File: config.mk
export PLATFORM = sky130hd
export DESIGN_NAME = reg_bank_arbiter
export DESIGN_NICKNAME = d
export VERILOG_FILES = /design/src/rtl/reg_bank_arbiter.sv
export SDC_FILE = /design/constraint.sdc
export NUM_CORES = 1
export LEC_CHECK = 0
export ABC_AREA = 0
export BUFFER_PORTS_ARGS = -buffer_cell sky130_fd_sc_hd__buf_2
export CAP_MARGIN = 20
export CORE_ASPECT_RATIO = 1.2
export CORE_UTILIZATION = 30
export CTS_CLUSTER_DIAMETER = 200
export DETAILED_ROUTE_END_ITERATION = 8
export PLACE_DENSITY = 0.46
export REMOVE_ABC_BUFFERS = 1
export SLEW_MARGIN = 10
export SYNTH_ARGS = -nofsm -noshare
export SYNTH_HDL_FRONTEND = slang
export SYNTH_SLANG_ARGS = --single-unit
File: constraint.sdc
create_clock -name clk -period 3.8 [get_ports clk]
set_clock_uncertainty 0.1 [all_clocks]
set_input_delay 0.76 -clock clk [delete_from_list [all_inputs] [get_ports clk]]
set_output_delay 0.76 -clock clk [all_outputs]
set_load 0.01 [all_outputs]
File: src/rtl/reg_bank_arbiter.sv
// Round-robin arbiter that shares an 8 x 16 register bank between requesters A and B.
// Each access takes one accept cycle and then one response cycle.
module reg_bank_arbiter #(
  parameter int WIDTH = 16,
  parameter int DEPTH = 8,
  parameter int AW    = 3
) (
  input  logic             clk,
  input  logic             rst_n,
  input  logic             req_valid_a,
  input  logic             req_we_a,
  input  logic [AW-1:0]    req_addr_a,
  input  logic [WIDTH-1:0] req_wdata_a,
  output logic             req_ready_a,
  output logic             rsp_valid_a,
  output logic [WIDTH-1:0] rsp_rdata_a,
  input  logic             req_valid_b,
  input  logic             req_we_b,
  input  logic [AW-1:0]    req_addr_b,
  input  logic [WIDTH-1:0] req_wdata_b,
  output logic             req_ready_b,
  output logic             rsp_valid_b,
  output logic [WIDTH-1:0] rsp_rdata_b
);

  typedef enum logic {IDLE = 1'b0, RESP = 1'b1} state_t;

  state_t           state_q, state_d;
  logic             last_b_q;
  logic             win_b_q;
  logic [WIDTH-1:0] rsp_rdata_a_q, rsp_rdata_b_q;
  logic [WIDTH-1:0] bank_q [DEPTH];

  logic             grant_b;
  logic             accept;
  logic             acc_we;
  logic [AW-1:0]    acc_addr;
  logic [WIDTH-1:0] acc_wdata;
  logic [WIDTH-1:0] acc_data;
  logic [DEPTH-1:0] bank_we;

  always_ff @(posedge clk) begin
    if (!rst_n) state_q <= IDLE;
    else        state_q <= state_d;
  end

  always_comb begin
    state_d = state_q;
    case (state_q)
      IDLE:    if (accept) state_d = RESP;
      RESP:    state_d = IDLE;
      default: state_d = IDLE;
    endcase
  end

  // B wins only when A is absent or A held the previous grant.
  always_comb begin
    grant_b     = 1'b0;
    req_ready_a = 1'b0;
    req_ready_b = 1'b0;
    rsp_valid_a = 1'b0;
    rsp_valid_b = 1'b0;
    case (state_q)
      IDLE: begin
        grant_b     = req_valid_b & (~req_valid_a | ~last_b_q);
        req_ready_a = req_valid_a & ~grant_b;
        req_ready_b = req_valid_b & grant_b;
      end
      RESP: begin
        rsp_valid_a = ~win_b_q;
        rsp_valid_b = win_b_q;
      end
      default: ;
    endcase
  end

  assign accept    = req_ready_a | req_ready_b;
  assign acc_we    = grant_b ? req_we_b    : req_we_a;
  assign acc_addr  = grant_b ? req_addr_b  : req_addr_a;
  assign acc_wdata = grant_b ? req_wdata_b : req_wdata_a;
  // Writes echo the written value back as response data.
  assign acc_data  = acc_we ? acc_wdata : bank_q[acc_addr];

  for (genvar gi = 0; gi < DEPTH; gi++) begin : g_bank_we
    assign bank_we[gi] = accept & acc_we & (acc_addr == AW'(gi));
  end

  always_ff @(posedge clk) begin
    if (!rst_n) begin
      last_b_q      <= 1'b1;
      win_b_q       <= 1'b0;
      rsp_rdata_a_q <= '0;
      rsp_rdata_b_q <= '0;
      for (int i = 0; i < DEPTH; i++) bank_q[i] <= '0;
    end else begin
      if (accept) begin
        last_b_q <= grant_b;
        win_b_q  <= grant_b;
        if (grant_b) rsp_rdata_b_q <= acc_data;
        else         rsp_rdata_a_q <= acc_data;
      end
      for (int i = 0; i < DEPTH; i++) begin
        if (bank_we[i]) bank_q[i] <= acc_wdata;
      end
    end
  end

  assign rsp_rdata_a = rsp_rdata_a_q;
  assign rsp_rdata_b = rsp_rdata_b_q;

endmodule

Word-level counts from Yosys, hierarchy flattened
Memories as Yosys holds them, arrays and structs flattened.
Index checks and enable logic that the tools add are counted.
{ "word_totals": {"wordCells": 88, "ram_bits": 128, "input_bits": 44, "ff_bits": 35, "out_inout_bits": 36, "memories": 1} }
{ "mem_list": {"columns": ["memory", "words", "width", "rd", "rd_clocked_by_memory_dff", "wr", "line_no", "source"], "rows": [
  ["bank_q", 8, 16, 1, 0, 8, "32", "logic [WIDTH-1:0] bank_q [DEPTH];"]
]} }
{ "op_classes": {"bitwise_logic": 28, "muxes": 44, "n_eq_ne": 7, "reduce_logical": 3} }
{ "ops": {"columns": ["operator", "n"], "rows": [
  ["$mux 16", 10],
  ["$mux 1", 32],
  ["$and 1x1->1", 12],
  ["$eq 3x3->1 const B", 4],
  ["$or 1x1->1", 10],
  ["$eq 3x2->1 const B", 2],
  ["$not 1->1", 6],
  ["$reduce_and 2->1", 2],
  ["$eq 3x1->1 const B", 1],
  ["$logic_not 3->1", 1],
  ["$mux 3", 1],
  ["$pmux 1 s2", 1]
]} }

Longest topological paths before layout
{ "logic_depth": {"word_depth": 13, "mapped_depth": 9, "ltp_nobuf": 7} }

Worst setup path after synthesis
No wires, ideal clock.
{ "synth_path": {"kind": "input port to flip-flop", "from": "in req_valid_b", "to": "mem bank_q[3][0], enable pin", "cell_stages": 9, "n_path_buf": 2, "setup_time_ps": 372, "slack_ps": 901, "required_ps": 3328, "arrival_ps": 2427, "path_cell_list": "nor2b_2 > buf_6 > nand2_8 > inv_8 > mux2_4 > nor2_4 > nand2_1 > buf_2 > nand2_1"} }
{ "synth_rtl": {"columns": ["element", "line_no", "source"], "rows": [
  ["start: declaration", "17", "input logic req_valid_b,"],
  ["end: declaration", "32", null]
]} }

==> flow_summary.yaml <==
setup_path:
  cp.depth: 8
  cp_top_family: "simple AND/OR/NAND/NOR gates"
  rr_startpoint: "state_q$_SDFF_PP0_"
  cp-start-kind: "input port"
  crit_path_end: "bank_q[1][14]$_SDFFCE_PN0P_"
  reg2regPathDepth: 7
  startpoint: "req_valid_b"
  cpPeakStageDelay_ps: 580
  crit_type: "input port to flop"
  crit_top_cell: "nand2_1"
  worstPathCellList: "buf_2, nor2b_2, nand2_8, inv_8, mux2_4, nor2_4, nand2_1, nand2_1"
  arrival_ps: 2770
  required_ps: 3750
  r2r_slack_ps: 1060
  worstPathMaxFanout: 17
  r2r_end: "bank_q[1][14]$_SDFFCE_PN0P_"
  cp.buffers_inverters: 2
  cp_slowest_cell: "nand2_1"
  end_kind: "flop"
sta:
  fin_crit_sh_pct: 74.2
  rsz0062_at_grt: "no"
  worst_pin_slew_ps: 872
  final_hold_viol_count: 0
  relSlewSlack_pct: 41.5
  maxSlewViolCount: 0
  setup_ws_ps: 980
  holdWs_ps: 365
  post-route-min-period_ps: 2820
  setup_tns_ps: 0
  setup_viol: 0
  max_freq_mhz: 355
global_routing:
  grt_max_degree: 52
  antenna_found_initial: 0
  grtUsageTotal_pct: 18.3
  grt_pass1_vias: 5687
  grt_pass1_wl_um: 34600
  gr-total-overflow: 0
placed_design:
  pre_cts_ws_ps: 528
  port_buffers: 79
  gp_congestion: 0.788
  dp.final_hpwl_um: 15000
clock_tree:
  cts_resized: 0
  cts_buffer_depth: 2
  cts.sinks: 163
  cts_root_buf: "clkbuf_16"
  tritoncts: "built"
  post_cts_buffers: 0
  path_clk_slew_ps: 70
  clk_latency_ps: 430
  htreeDepth: 4
  cts_buffers: 17
  holdBufCountCts: 0
layout:
  layout-drive-gt1-share_pct: 21.4
  syn_to_final_growth_pct: 18.8
  n_antenna_cell: 0
  nNetsFinal: 782
route:
  drtIter0Drc: 576
  wirelength_um: 22300
  drtAntennaViolNets: 0
  viasPerCell: 5.30
  drcViolationCount: 0
  dr.pass1.iters: 5
  vias: 5671
  post_drt_wl_per_cell_um: 20.8
logic_synthesis:
  ys_seq_area_share_pct: 61.7
  ys_ff_latch: 163
  synth_area_leaders: "edfxtp_1 (52%), dfxtp_1 (9.5%), nor2_1 (5.9%)"
  synth.avg_cell_area_um2: 11.1
  synth_area_leader_cell: "edfxtp_1"
  ys_warn_count: 0
  synth-main-ff-cell: "edfxtp_1"
  yosysMostFrequentCell: "edfxtp_1"
  synthArstFlopShare_pct: 0
  synth_area_mm2: 0.00737
  ys_types: 44
  netlist_instances: 661
  synth.top_cells.by_count: "edfxtp_1 (128), nor2_1 (115), nand3_1 (50)"
  synth_edf_count: 128
  synth_top_area_share_pct: 52.2
floorplan:
  num_io_pins: 80
  rows: 62
  die_h_um: 174
  start_util_pct: 30.6
  die-width_um: 145
  fp.dieArea_mm2: 0.0252
  core_mm2: 0.0240
pwr:
  peakVddDrop_mv: 0.294
  pwr-share-comb_pct: 13.1
  leakage_nw: 3.37
  p_int_mw: 3.17
  pwr-share-clk_pct: 39.3
  p_sw_share_pct: 27.4
  power_switching_mw: 1.19
  finalPower_mw: 4.36
  p_per_area_mw_per_mm2: 499
  pwr-share-seq_pct: 47.6
hold_path:
  hold_path.class: "flop to flop"
outcome:
  status: "finished clean"
run:
  maxCapViolCount: 0
[stage by stage]
step	area, µm²	utilization, %	instances
after floorplan	7140	-	615
after global placement	8160	33.9	1039
after detailed placement	8160	33.9	1039
after CTS	8750	36.4	1071
after global routing	8750	36.4	1071
final	8750	36.4	1071
[layer usage]
metal  routed length, µm  global-route usage (%)  vias up
met1                9480                    23.1     2830
met2               11100                    31.4      197
li1                    -                       -     2611
met4                 459                    6.83        0
met5                   0                       0        -
met3                1250                    2.76       33
[cell type report]
type	instances	area, µm²
fillers	2402	15300
clock buffers	20	483
repair buffers	104	608
flip-flops and latches	163	4540
inverters	18	75.1
multi-input cells	434	2530
clock inverters	12	108
well taps	320	400
[worst reg2reg max path: stages, from the launching register on]
cell,delay (ps)
dfxtp_1,380
nor2b_2,430
nand2_8,100
inv_8,100
mux2_4,410
nor2_4,190
nand2_1,80
nand2_1,580
[power by group through the flow]
| stage | clock (mW) | sequential (mW) | combinational [mW] |
|---|---|---|---|
| after global placement | 0 | 2.11 | 0.566 |
| after CTS | 1.74 | 2.08 | 0.578 |
| final | 1.71 | 2.08 | 0.573 |
| after detailed placement | 0 | 2.12 | 0.576 |
| after floorplan | 0 | 2.12 | 0.303 |
| after global routing | 1.81 | 2.09 | 0.624 |
[state kept, by name, indices dropped and copies added, names as in the netlist]
name	cells
bank_q	128
rsp_rdata_a	16
rsp_rdata_b	16
last_b_q	1
state_q	1
win_b_q	1
[cell usage in the layout (no fill, tap or decap), types with 2 or more instances in the layout]
cell type / netlist / routed
a21o_1: 5 / 5
a21oi_1: 29 / 29
a221o_1: 28 / 28
a221oi_1: 4 / 4
a31oi_1: 16 / 16
and2_1: 3 / 3
buf_12: 0 / 2
buf_2: 9 / 79
buf_4: 0 / 23
clkbuf_16: 0 / 19
clkinv_4: 0 / 4
dfxtp_1: 35 / 35
edfxtp_1: 128 / 128
inv_1: 17 / 17
inv_4: 0 / 2
inv_6: 0 / 3
inv_8: 1 / 4
mux2i_1: 16 / 16
nand2_1: 38 / 38
nand2_2: 4 / 4
nand2b_1: 21 / 21
nand3_1: 50 / 50
nand4_1: 2 / 2
nand4b_1: 2 / 2
nor2_1: 115 / 115
nor2b_1: 2 / 2
o21ai_0: 33 / 33
o21ai_1: 19 / 18
o21ai_2: 1 / 2
o221ai_1: 16 / 16
o22ai_1: 6 / 6
o22ai_2: 7 / 7
o2bb2ai_2: 3 / 3
[worst min-delay path by stage]
stage,end,cells past startpoint,slack [ps],startpoint
after CTS,rsp_rdata_a[8]$_SDFFE_PN0P_,2,370,rsp_rdata_a[8]$_SDFFE_PN0P_
after detailed placement,rsp_rdata_a[8]$_SDFFE_PN0P_,2,340,rsp_rdata_a[8]$_SDFFE_PN0P_
final,rsp_rdata_a[13]$_SDFFE_PN0P_,2,370,rsp_rdata_a[13]$_SDFFE_PN0P_
after global placement,rsp_rdata_a[6]$_SDFFE_PN0P_,2,350,rsp_rdata_a[6]$_SDFFE_PN0P_
after floorplan,win_b_q$_SDFFE_PN0N_,2,340,win_b_q$_SDFFE_PN0N_
after global routing,rsp_rdata_a[2]$_SDFFE_PN0P_,2,380,rsp_rdata_a[2]$_SDFFE_PN0P_
[logic make-up (layout without fill, tap and decap cells)]
logic type	Yosys count	after routing	share of synthesized area [%]
buffers and inverters	64	154	4.03
multiplexers	18	18	2.56
AO/OA/AOI/OAI	171	171	16.6
AND/OR/NAND/NOR	245	245	15.1
flip-flops	163	163	61.7
(Power assumes the default switching activity.)
